[config.mk]
export PLATFORM = sky130hd
export DESIGN_NAME = alu_cmd_sequencer
export DESIGN_NICKNAME = d
export VERILOG_FILES = /design/src/rtl/alu_cmd_sequencer_pkg.sv /design/src/rtl/alu_rsp_fifo.sv /design/src/rtl/alu_cmd_sequencer.sv
export SDC_FILE = /design/constraint.sdc
export NUM_CORES = 1
export LEC_CHECK = 0
export ABC_AREA = 1
export BUFFER_PORTS_ARGS = -buffer_cell sky130_fd_sc_hd__buf_2
export CORE_MARGIN = 2
export CORE_UTILIZATION = 60
export CTS_BUF_LIST = sky130_fd_sc_hd__clkbuf_2
export DETAILED_ROUTE_END_ITERATION = 8
export HOLD_SLACK_MARGIN = 0.06
export PLACE_DENSITY_LB_ADDON = 0.08
export SYNTH_ARGS = -nofsm -noshare
export SYNTH_HDL_FRONTEND = slang
export SYNTH_SLANG_ARGS = --single-unit
[constraint.sdc]
create_clock -name clk -period 14.5 [get_ports clk]
set_input_delay 3.625 -clock clk [delete_from_list [all_inputs] [get_ports clk]]
set_output_delay 3.625 -clock clk [all_outputs]
set_load 0.01 [all_outputs]
[src/rtl/alu_cmd_sequencer_pkg.sv]
// Shared op_code encodings and helpers for the ALU command sequencer and its benches.
package alu_cmd_sequencer_pkg;

    localparam int DATA_W  = 64;
    localparam int SHAMT_W = 6;

    localparam logic [3:0] OP_ADD    = 4'b0000;
    localparam logic [3:0] OP_SUB    = 4'b0001;
    localparam logic [3:0] OP_AND    = 4'b0010;
    localparam logic [3:0] OP_OR     = 4'b0011;
    localparam logic [3:0] OP_XNOR   = 4'b0100;
    localparam logic [3:0] OP_GT     = 4'b0101;
    localparam logic [3:0] OP_SHL    = 4'b0110;
    localparam logic [3:0] OP_SHR    = 4'b0111;
    localparam logic [3:0] OP_SUBSTR = 4'b1000;
    localparam logic [3:0] OP_SHRGT  = 4'b1001;
    localparam logic [3:0] OP_SHLGT  = 4'b1010;
    localparam logic [3:0] OP_LAST   = 4'b1010;

    function automatic logic op_is_illegal(input logic [3:0] op);
        return op > OP_LAST;
    endfunction

endpackage

[src/rtl/alu_rsp_fifo.sv]
// Synchronous response FIFO with occupancy count; head entry is presented combinationally.
module alu_rsp_fifo #(
    parameter int WIDTH = 8,
    parameter int DEPTH = 4
) (
    input  logic                     clk,
    input  logic                     rst,
    input  logic                     push,
    input  logic [WIDTH-1:0]         push_data,
    input  logic                     pop,
    output logic [WIDTH-1:0]         pop_data,
    output logic [$clog2(DEPTH):0]   count
);
    localparam int AW = $clog2(DEPTH);
    localparam int CW = AW + 1;

    logic [WIDTH-1:0] mem [DEPTH];
    logic [AW-1:0]    wr_ptr;
    logic [AW-1:0]    rd_ptr;
    logic             do_push;
    logic             do_pop;

    assign do_pop   = pop && (count != '0);
    assign do_push  = push && ((count != CW'(DEPTH)) || do_pop);
    assign pop_data = mem[rd_ptr];

    always_ff @(posedge clk) begin
        if (do_push) mem[wr_ptr] <= push_data;
    end

    always_ff @(posedge clk) begin
        if (rst) begin
            wr_ptr <= '0;
            rd_ptr <= '0;
            count  <= '0;
        end else begin
            if (do_push) wr_ptr <= wr_ptr + AW'(1);
            if (do_pop)  rd_ptr <= rd_ptr + AW'(1);
            count <= count + CW'(do_push) - CW'(do_pop);
        end
    end

endmodule

[src/rtl/alu_cmd_sequencer.sv]
// Issues ALU commands, tracks them through the ALU output register, and returns
// results in accept order through a credit-protected response FIFO.
module alu_cmd_sequencer
    import alu_cmd_sequencer_pkg::*;
#(
    parameter int TAG_W     = 4,
    parameter int RSP_DEPTH = 4,
    parameter int ALU_LAT   = 1
) (
    input  logic               clk,
    input  logic               rst,
    input  logic               cmd_valid,
    output logic               cmd_ready,
    input  logic [3:0]         cmd_op,
    input  logic [63:0]        cmd_a,
    input  logic [63:0]        cmd_b,
    input  logic [5:0]         cmd_shamt,
    input  logic [5:0]         cmd_sub_start,
    input  logic [5:0]         cmd_sub_len,
    input  logic [TAG_W-1:0]   cmd_tag,
    output logic [63:0]        alu_a,
    output logic [63:0]        alu_b,
    output logic [3:0]         alu_op_code,
    output logic [5:0]         alu_shift_amt,
    output logic [5:0]         alu_sub_start,
    output logic [5:0]         alu_sub_len,
    input  logic [63:0]        alu_o,
    input  logic               alu_overflow,
    output logic               rsp_valid,
    input  logic               rsp_ready,
    output logic [63:0]        rsp_result,
    output logic               rsp_overflow,
    output logic               rsp_err,
    output logic [TAG_W-1:0]   rsp_tag,
    output logic               busy,
    output logic [31:0]        ops_done
);
    localparam int RSP_W = DATA_W + 2 + TAG_W;
    localparam int FCW   = $clog2(RSP_DEPTH) + 1;
    localparam int CNT_W = $clog2(RSP_DEPTH + ALU_LAT + 2) + 1;

    logic [ALU_LAT:0]  vld_p;
    logic [TAG_W-1:0]  tag_p [ALU_LAT+1];
    logic              err_p [ALU_LAT+1];

    logic              accept;
    logic              pop;
    logic [FCW-1:0]    fifo_count;
    logic [CNT_W-1:0]  inflight_cnt;
    logic [RSP_W-1:0]  push_data;
    logic [RSP_W-1:0]  pop_data;
    logic              last_err;

    // Credit counts both queued responses and ops still travelling to the FIFO.
    always_comb begin
        inflight_cnt = '0;
        for (int i = 0; i <= ALU_LAT; i++) inflight_cnt = inflight_cnt + CNT_W'(vld_p[i]);
    end

    assign cmd_ready = !rst && ((CNT_W'(fifo_count) + inflight_cnt) < CNT_W'(RSP_DEPTH));
    assign accept    = cmd_valid && cmd_ready;
    assign rsp_valid = (fifo_count != '0);
    assign pop       = rsp_valid && rsp_ready;
    assign busy      = (|vld_p) || (fifo_count != '0);

    // Issue stage: ALU input bus holds its value until the next accept.
    always_ff @(posedge clk) begin
        if (rst) begin
            alu_a         <= '0;
            alu_b         <= '0;
            alu_op_code   <= '0;
            alu_shift_amt <= '0;
            alu_sub_start <= '0;
            alu_sub_len   <= '0;
        end else if (accept) begin
            alu_a         <= cmd_a;
            alu_b         <= cmd_b;
            alu_op_code   <= cmd_op;
            alu_shift_amt <= cmd_shamt;
            alu_sub_start <= cmd_sub_start;
            alu_sub_len   <= cmd_sub_len;
        end
    end

    // In-flight pipe: stage ALU_LAT lines up with the ALU's registered output.
    always_ff @(posedge clk) begin
        if (rst) begin
            vld_p <= '0;
        end else begin
            vld_p[0] <= accept;
            for (int i = 1; i <= ALU_LAT; i++) vld_p[i] <= vld_p[i-1];
        end
    end

    always_ff @(posedge clk) begin
        tag_p[0] <= cmd_tag;
        err_p[0] <= op_is_illegal(cmd_op);
        for (int i = 1; i <= ALU_LAT; i++) begin
            tag_p[i] <= tag_p[i-1];
            err_p[i] <= err_p[i-1];
        end
    end

    assign last_err  = err_p[ALU_LAT];
    assign push_data = {last_err ? '0 : alu_o, last_err ? 1'b0 : alu_overflow,
                        tag_p[ALU_LAT], last_err};

    alu_rsp_fifo #(
        .WIDTH (RSP_W),
        .DEPTH (RSP_DEPTH)
    ) u_rsp_fifo (
        .clk       (clk),
        .rst       (rst),
        .push      (vld_p[ALU_LAT]),
        .push_data (push_data),
        .pop       (pop),
        .pop_data  (pop_data),
        .count     (fifo_count)
    );

    assign rsp_result   = pop_data[RSP_W-1 -: DATA_W];
    assign rsp_overflow = pop_data[TAG_W+1];
    assign rsp_tag      = pop_data[TAG_W:1];
    assign rsp_err      = pop_data[0];

    always_ff @(posedge clk) begin
        if (rst)      ops_done <= '0;
        else if (pop) ops_done <= ops_done + 32'd1;
    end

endmodule

==> results_dict.tcl, run 1 <==
set metrics [dict create \
    ios 478 \
    drive_gt1_share_pct 25.5 \
    p_leak_nw 11.1 \
    synth_nets 2358 \
    worst_slew_pin_slew_ns 1.14 \
    postCtsHoldBufs 0 \
    fin_hold_ws_ns 0.318 \
    report.final.slew_viol_count 0 \
    drt_first_pass_iters 5 \
    syn_avg_cell_area_sq_um 9.12 \
    wl_met2_microns 24100 \
    swShare_pct 32.1 \
    setup_viol 0 \
    via_per_inst 4.99 \
    netlist_instances 2126 \
    dr.max_layer_used "met5" \
    cts_root_buf "clkbuf_2" \
    p_total_mw 3.17 \
    clock_sinks 483 \
    synth_area_leaders "edfxtp_1 43%, dfxtp_1 21%, nor2_1 11%" \
    wl_met1_microns 18400 \
    overflow 0 \
    p_int_mw 2.15 \
    setup_tns_ns 0 \
    die_h_microns 184 \
    drtAntennaViolNets 0 \
    post-cts-setup-buffers 0 \
    critPathRequiredTime_ns 10.88 \
    ys_warn_count 0 \
    cts_made_buffers 115 \
    status "finished, final reports clean" \
    r2r_cells 12 \
    slew-limit-headroom_pct 24.2 \
    seqPwrFrac_pct 50.2 \
    cts_max_path_buffers 3 \
    cts_tree "done" \
    yosysUniqueCellTypes 30 \
    path_clk_slew_ns 0.13 \
    cp.arrival_ns 4.44 \
    synth_edf_count 280 \
    synthArstFlopShare_pct 0 \
    r2r_slack_ns 11.12 \
    rsz0062_at_grt "false" \
    avgRoutedWirePerCell_microns 15.8 \
    grt_antenna_before_repair 16 \
    wl_met3_microns 4690 \
    hold_viol 0 \
    cap_violations 0 \
    synth_top_cells_by_count "565 x nor2_1, 379 x nand2_1, 281 x inv_1" \
    ys_seq_area_share_pct 64.3 \
    peakVddDrop_mv 0.0758 \
    cts_resized 0 \
    setup.worst_path.start_class "input port" \
    worstSkewPairLatency_ns 0.94 \
    vias 15631 \
    h-tree-depth 3 \
    track_usage_pct 28.9 \
    die-area_sq_um 33800 \
    gp_congestion 0.883 \
    hpwl_microns 32000 \
    path_max_fanout 18 \
    p_sw_mw 1.02 \
    worstHoldPathType "reg2reg" \
    fp.dieW_microns 184 \
    yosys.area.top_type "edfxtp_1" \
    powerDensity_nw_per_um2 138 \
    synth_area_sq_um 19400 \
    crit_type "in2out" \
    pwr-share-clk_pct 28.0 \
    period_share_pct 55.6 \
    max_freq_mhz 124 \
    fp.coreArea_sq_um 31700 \
    drc 0 \
    timing.rr.start "vld_p[0]" \
    synth_top_area_share_pct 43.4 \
    grt_pass1_vias 15106 \
    drt-total-wl_microns 49400 \
    crit_end "cmd_ready" \
    fin_crit_ns 8.06 \
    first_iter_violations 1010 \
    p_comb_share_pct 21.8 \
    synth_flop_cell "edfxtp_1" \
    start_util_pct 61.1 \
    r2r-end "alu_op_code[2]" \
    grt_first_pass_wirelength_microns 75800 \
    area_growth_syn_to_layout_pct 18.7 \
    rows 65 \
    fin_nets 2858 \
    finalClockSkew_ns 0.0512 \
    grt_start_max_net_pins 192 \
    endpoint_kind "output port" \
    crit_start "rst" \
    synth_seq_cells 483 \
    io_buffers 477 \
    synth_most_common_cell "nor2_1" \
]
-- worst max-delay path, cell delays in order --
cell	delay [ns]
buf_2	0.23
a21oi_1	0.16
nand3_1	0.14
inv_2	0.13
buf_2	0.14
-- final cells by class --
cell class              count  area, sq um
flip-flops and latches    483        12500
clock inverters            25          178
diodes                     15         37.5
clock buffers             179          896
inverters                 282         1060
well taps                 402          503
multi-input cells        1256         5390
fillers                  2539         8710
repair buffers            488         2470
-- worst min path at each step --
stage / start / end / slack (ns) / cells past startpoint
floorplan: err_p[0][0] / err_p[0][1] / 0.31 / 0
global placement: tag_p[0][3] / tag_p[0][7] / 0.31 / 0
detailed placement: tag_p[0][0] / tag_p[0][4] / 0.31 / 0
CTS: tag_p[0][2] / tag_p[0][6] / 0.32 / 0
global route: tag_p[0][3] / tag_p[0][7] / 0.34 / 0
finish: tag_p[0][2] / tag_p[0][6] / 0.32 / 0
-- power groups by stage --
stage          sequential, mW  combinational (mW)  clock (mW)
3_3_place_gp             1.62               0.673           0
2_1_floorplan            1.63               0.409           0
4_1_cts                  1.59               0.693       0.913
6_report                 1.59               0.690       0.888
5_1_grt                  1.60               0.772       0.984
3_5_place_dp             1.62               0.690           0
-- cell families after synthesis --
kind of cell               share of synthesized area, %
AOI/OAI and AO/OA                                  6.74
DFF                                                64.3
adders and majority gates                         0.620
buffers and inverters                              8.09
xor gates and xnor gates                          0.136
and+or+nand+nor                                    20.1
-- metal layers --
layer  vias to the layer above  GRT usage [%]
met4                         4           16.1
met2                       587           48.5
met5                         -              0
li1                       7829              -
met3                       124           9.65
met1                      7087           32.4
-- registers in the layout (all words and copies together) (netlist names), 4 cells and up, named ones only --
signal          count
alu_a              64
alu_sub_len         6
alu_op_code         4
ops_done           32
alu_shift_amt       6
u_rsp_fifo.mem    280
alu_b              64
tag_p               8
alu_sub_start       6
-- through the flow --
stage | cell area (sq um) | cells | utilization [%] | worst slack (ns)
floorplan | 19400 | 2126 | - | 6.83
global placement | 21900 | 2911 | 69.0 | 6.39
detailed placement | 21900 | 2911 | 69.0 | 6.43
CTS | 23000 | 3115 | 72.4 | 6.43
global route | 23000 | 3127 | 72.5 | 6.35
finish | 23000 | 3130 | 72.5 | 6.44
-- layout by cell type (no fill, tap or decap), types with 2 or more instances in the layout --
cell type / synthesis / final
a21oi_1: 17 / 17
buf_2: 27 / 477
buf_4: 12 / 11
bufinv_16: 0 / 3
clkbuf_2: 0 / 179
clkinv_1: 0 / 17
clkinv_2: 0 / 5
dfxtp_1: 203 / 200
dfxtp_2: 0 / 2
diode_2: 0 / 15
edfxtp_1: 280 / 280
ha_1: 8 / 8
inv_1: 281 / 278
inv_2: 1 / 3
nand2_1: 379 / 379
nand3_1: 25 / 25
nand4_1: 19 / 19
nor2_1: 565 / 561
nor2_2: 2 / 2
nor2_4: 1 / 5
nor3_1: 5 / 5
o21ai_0: 152 / 152
o21bai_1: 2 / 2
o22ai_1: 70 / 70
xor2_1: 2 / 2
No activity file was read; power rests on OpenSTA's default activity.
==> run 2, diff against run 1 <==
--- a/config.mk
+++ b/config.mk
@@ -8,7 +8,7 @@
 export ABC_AREA = 1
 export BUFFER_PORTS_ARGS = -buffer_cell sky130_fd_sc_hd__buf_2
 export CORE_MARGIN = 2
-export CORE_UTILIZATION = 60
+export CORE_UTILIZATION = 50
 export CTS_BUF_LIST = sky130_fd_sc_hd__clkbuf_2
 export DETAILED_ROUTE_END_ITERATION = 8
 export HOLD_SLACK_MARGIN = 0.06
==> constraint.sdc (replaced) <==
create_clock -name clk -period 6.95 [get_ports clk]
set_input_delay 1.7375 -clock clk [delete_from_list [all_inputs] [get_ports clk]]
set_output_delay 1.7375 -clock clk [all_outputs]
set_load 0.01 [all_outputs]
==> results_dict.tcl, run 2 (synthesized netlist as in run 1, its figures left out) <==
set metrics [dict create \
    status "finished, final reports clean" \
    report.final.slew_viol_count 0 \
    slew-limit-headroom_pct 27.0 \
    grt_antenna_before_repair 8 \
    largest_register_ffs 280 \
    fp.dieW_microns 201 \
    cts_max_path_buffers 3 \
    wl_met3_microns 4110 \
    cap_violations 0 \
    worstHoldPathType "reg2reg" \
    via_per_inst 4.80 \
    crit_type "reg2out" \
    grt_start_max_net_pins 182 \
    avgRoutedWirePerCell_microns 15.8 \
    dr.max_layer_used "met4" \
    hpwl_microns 33000 \
    wl_met2_microns 25300 \
    setup_tns_ns 0 \
    worst_slew_pin_slew_ns 1.09 \
    max_freq_mhz 194 \
    drtAntennaViolNets 0 \
    cts_root_buf "clkbuf_2" \
    final_common_cell "nor2_1" \
    cts_tree "done" \
    path_clk_slew_ns 0.09 \
    fp.coreArea_sq_um 38500 \
    first_iter_violations 948 \
    drt_first_pass_iters 5 \
    h-tree-depth 3 \
    postCtsHoldBufs 0 \
    path_max_fanout 71 \
    hold_path_depth 0 \
    setup.worst_path.start_class "flip-flop" \
    mostFrequentLayoutCells "561 x nor2_1, 477 x buf_2, 379 x nand2_1" \
    wl_met1_microns 20600 \
    rows 72 \
    post-cts-setup-buffers 0 \
    endpoint_kind "output port" \
    io_buffers 477 \
    largest_register "u_rsp_fifo.mem" \
    drive_gt1_share_pct 25.5 \
    gp_congestion 0.905 \
    fillers 3496 \
    r2r_cells 7 \
    die-area_sq_um 40400 \
    track_usage_pct 24.8 \
    ios 478 \
    peakVddDrop_mv 0.145 \
    cp.arrival_ns 3.41 \
    seq_area_sq_um 12500 \
    die_h_microns 201 \
    cts_resized 0 \
    fin_crit_ns 5.14 \
    grt_first_pass_wirelength_microns 78900 \
    area_growth_syn_to_layout_pct 19.7 \
    clock_sinks 483 \
    worstSkewPairLatency_ns 1.04 \
    fin_hold_ws_ns 0.330 \
    critPathRequiredTime_ns 5.21 \
    fin_nets 2862 \
    hold_viol 0 \
    drt-total-wl_microns 51500 \
    cts_made_buffers 118 \
    start_util_pct 50.4 \
    finalClockSkew_ns 0.0730 \
    powerDensity_nw_per_um2 287 \
    rsz0062_at_grt "false" \
    drc 0 \
    grt_pass1_vias 14681 \
    setup_viol 0 \
    top_regs "u_rsp_fifo.mem: 280 flops, alu_a: 64 flops, alu_b: 64 flops" \
    multi_input_area_sq_um 5390 \
    overflow 0 \
    vias 15610 \
    period_share_pct 74.0 \
    p_leak_nw 11.1 \
]
## run 2: cell types whose count changed in the layout (fill, tap and decap cells not counted)
cell and change:
clkinv_1 +11, diode_2 -6, clkinvlp_4 +2, buf_12 +1, bufinv_16 -1, clkbuf_2 +1, clkinv_2 -1, inv_2 +1
inv_4 +1
## run 2: report_power, final
group          switching, mW  internal, mW
sequential            0.0946          3.21
combinational          0.969         0.499
clock                   1.13         0.765
## run 2: worst paths after layout
check	start	to	slack [ns]
hold / removal	err_p[0][0]	err_p[0][1]	0.33
setup reg to reg	u_rsp_fifo.count[1]	u_rsp_fifo.mem[1][15]	3.88
hold reg to reg	err_p[0][0]	err_p[0][1]	0.33
setup / recovery	flip-flop	rsp_result[19]	1.81
## run 2: final cells by class
type / instances / share of cell area [%]
sequential: 483 / 53.8
multi-input combinational: 1256 / 23.2
timing repair buffer: 489 / 10.7
inverter: 282 / 4.58
clock buffer: 180 / 3.88
tap: 518 / 2.79
clock inverter: 38 / 0.895
antenna: 9 / 0.0971
## run 2: layer usage
metal | global-route usage [%] | vias up
met5 | 0 | -
met4 | 11.3 | 0
met3 | 6.92 | 97
met2 | 41.6 | 529
met1 | 29.7 | 7145
li1 | - | 7839
## run 2: critical path, cell delays in order (launching register included)
cell	delay [ns]
dfxtp_2	0.32
buf_4	0.36
inv_2	0.68
buf_4	0.46
o21ai_0	0.15
o22ai_1	0.24
buf_2	0.19
## run 2: stage by stage
step	area, sq um	instances	total power [mW]	util, %	setup WS, ns
2_1_floorplan	19400	2126	4.26	-	1.44
3_3_place_gp	22100	3028	4.81	57.4	2.65
4_1_cts	23200	3246	6.74	60.2	1.65
5_1_grt	23200	3255	7.05	60.3	1.53
6_report	23200	3255	6.66	60.3	1.81
3_5_place_dp	22100	3028	4.84	57.4	2.60
==> run 3, diff against run 2 <==
--- a/config.mk
+++ b/config.mk
@@ -5,10 +5,10 @@
 export SDC_FILE = /design/constraint.sdc
 export NUM_CORES = 1
 export LEC_CHECK = 0
-export ABC_AREA = 1
+export ABC_AREA = 0
 export BUFFER_PORTS_ARGS = -buffer_cell sky130_fd_sc_hd__buf_2
 export CORE_MARGIN = 2
-export CORE_UTILIZATION = 50
+export CORE_UTILIZATION = 49
 export CTS_BUF_LIST = sky130_fd_sc_hd__clkbuf_2
 export DETAILED_ROUTE_END_ITERATION = 8
 export HOLD_SLACK_MARGIN = 0.06
==> constraint.sdc (replaced) <==
create_clock -name clk -period 4.5 [get_ports clk]
set_input_delay 1.125 -clock clk [delete_from_list [all_inputs] [get_ports clk]]
set_output_delay 1.125 -clock clk [all_outputs]
set_load 0.01 [all_outputs]
==> results_dict.tcl, run 3 <==
set metrics [dict create \
    max_stage_delay_ns 0.72 \
    period_share_pct 88.6 \
    largest_register_ffs 280 \
    postCtsHoldBufs 0 \
    setup.worst_path.start_class "flip-flop" \
    first_iter_violations 892 \
    fp.dieW_microns 197 \
    fp.coreArea_sq_um 36700 \
    vias 13304 \
    io_buffers 477 \
    synth_most_common_cell "edfxtp_1" \
    cts_max_path_buffers 3 \
    via_per_inst 5.45 \
    grt_start_max_net_pins 161 \
    grt_antenna_before_repair 24 \
    path_clk_slew_ns 0.11 \
    swShare_pct 30.5 \
    cp_slowest_cell "dfxtp_4" \
    synth_top_area_share_pct 45.9 \
    yosysUniqueCellTypes 37 \
    mostFrequentLayoutCells "476 x buf_2, 280 x edfxtp_1, 200 x dfxtp_1" \
    path_max_fanout 33 \
    drtAntennaViolNets 0 \
    netlist_instances 1369 \
    clock_sinks 483 \
    pwr-share-clk_pct 28.2 \
    cap_violations 0 \
    finalClockSkew_ns 0.0612 \
    powerDensity_nw_per_um2 442 \
    grt_first_pass_wirelength_microns 74300 \
    rsz0062_at_grt "false" \
    critPathRequiredTime_ns 3.38 \
    cts_root_buf "clkbuf_2" \
    worstHoldPathType "in2reg" \
    synth_seq_cells 483 \
    fin_nets 2096 \
    die_h_microns 197 \
    synthArstFlopShare_pct 0 \
    p_sw_mw 2.98 \
    die-area_sq_um 39000 \
    start_util_pct 49.9 \
    rows 70 \
    drt-total-wl_microns 50000 \
    post-cts-setup-buffers 0 \
    ys_seq_area_share_pct 68.1 \
    syn_avg_cell_area_sq_um 13.4 \
    endpoint_kind "output port" \
    setup_viol 0 \
    worstSkewPairLatency_ns 1.01 \
    path_cells "buf_12 -> mux4_2 -> buf_2" \
    cts_resized 0 \
    ios 478 \
    p_total_mw 9.78 \
    p_leak_nw 8.53 \
    area_growth_syn_to_layout_pct 20.9 \
    drive_gt1_share_pct 39.1 \
    seqPwrFrac_pct 51.8 \
    peakVddDrop_mv 0.254 \
    h-tree-depth 3 \
    p_int_mw 6.80 \
    grt_pass1_vias 13241 \
    synth_area_leaders "edfxtp_1 46%, dfxtp_1 22%, mux4_2 8.6%" \
    hold_viol 0 \
    fin_crit_ns 3.99 \
    synth_top_cells_by_count "280 x edfxtp_1, 203 x dfxtp_1, 172 x a21oi_1" \
    cp.arrival_ns 2.86 \
    drt_first_pass_iters 5 \
    synth_flop_cell "edfxtp_1" \
    p_comb_share_pct 20.0 \
    track_usage_pct 25.1 \
    yosys.area.top_type "edfxtp_1" \
    synth_edf_count 280 \
    gp_congestion 0.847 \
    final_common_cell "buf_2" \
    crit_type "reg2out" \
    largest_register "u_rsp_fifo.mem" \
    overflow 0 \
    setup_tns_ns 0 \
    cts_made_buffers 118 \
    synth_nets 1601 \
    ys_warn_count 0 \
    drc 0 \
    slew-limit-headroom_pct 29.7 \
    cts_tree "done" \
    top_regs "u_rsp_fifo.mem: 280 flops, alu_a: 64 flops, alu_b: 64 flops" \
    hpwl_microns 32200 \
    avgRoutedWirePerCell_microns 20.5 \
    max_freq_mhz 251 \
    report.final.slew_viol_count 0 \
    worst_slew_pin_slew_ns 1.05 \
    status "finished, final reports clean" \
    synth_area_sq_um 18300 \
]
## run 3: cell types whose count changed after synthesis, sizes merged, moves of 9 or more
cell    before  now
a21oi       17  172
buf         45   12
clkbuf      60  105
inv        282    8
mux4         0   70
nand2      381   13
nand3       25  160
nor2       568   21
nor2b        0   70
o22ai       70    0
o31ai        0   15
or3          1   10
or4          0   15
xnor2        1   10
## run 3: area by class of cell
class / count / area, sq um
multi-input combinational: 761 / 5410
fill: 3121 / 14500
clock buffer: 184 / 921
inverter: 8 / 30.0
sequential: 483 / 12500
clock inverter: 26 / 111
tap: 468 / 586
antenna: 20 / 50.0
timing repair buffer: 492 / 2570
## run 3: kinds of logic after synthesis
group,share of synthesized area (%)
xor+xnor,0.765
flops,68.1
fa+ha+maj,0.655
compound gates,9.83
simple gates,9.43
mux,8.66
buf+inv,2.61
## run 3: worst paths after layout
kind,from,to,slack (ns),cells past startpoint
hold reg to reg,tag_p[0][3],tag_p[0][7],0.34,0
setup reg to reg,u_rsp_fifo.count[0],alu_a[19],2.18,6
hold / removal,cmd_tag[1],tag_p[0][1],0.21,1
setup / recovery,flip-flop,rsp_result[41],0.51,3
## run 3: critical path: cells and delay by family, from the launching register on
kind                   cells  cell delay [ns]
multiplexers               1             0.59
flip-flops                 1             0.72
buffers and inverters      2             0.50
## run 3: stage by stage
stage                     area, sq um  setup WS (ns)  utilization, %  hold slack [ns]  std cells
after global placement          21100           1.53            57.4            0.311       2212
after CTS                       22100          0.317            60.2           0.0612       2422
after detailed placement        21100           1.52            57.4            0.316       2212
after floorplan                 18300           1.00               -            0.310       1369
after global routing            22200          0.252            60.4           0.0766       2440
final                           22200          0.513            60.4            0.208       2442
## run 3: power by group through the flow
stage          clock (mW)  sequential (mW)  combinational, mW
6_report             2.76             5.07               1.96
5_1_grt              3.09             5.11               2.12
4_1_cts              2.87             5.08               1.97
3_5_place_dp            0             5.18               1.97
3_3_place_gp            0             5.17               1.95
2_1_floorplan           0             5.10               1.26
## run 3: layer usage
layer	vias up	part of all wire (%)	GRT usage (%)
met5	-	0.026	0
li1	6262	-	-
met2	470	51	40.9
met3	77	8.3	8.43
met1	6493	38	29.2
met4	2	2.9	14.1
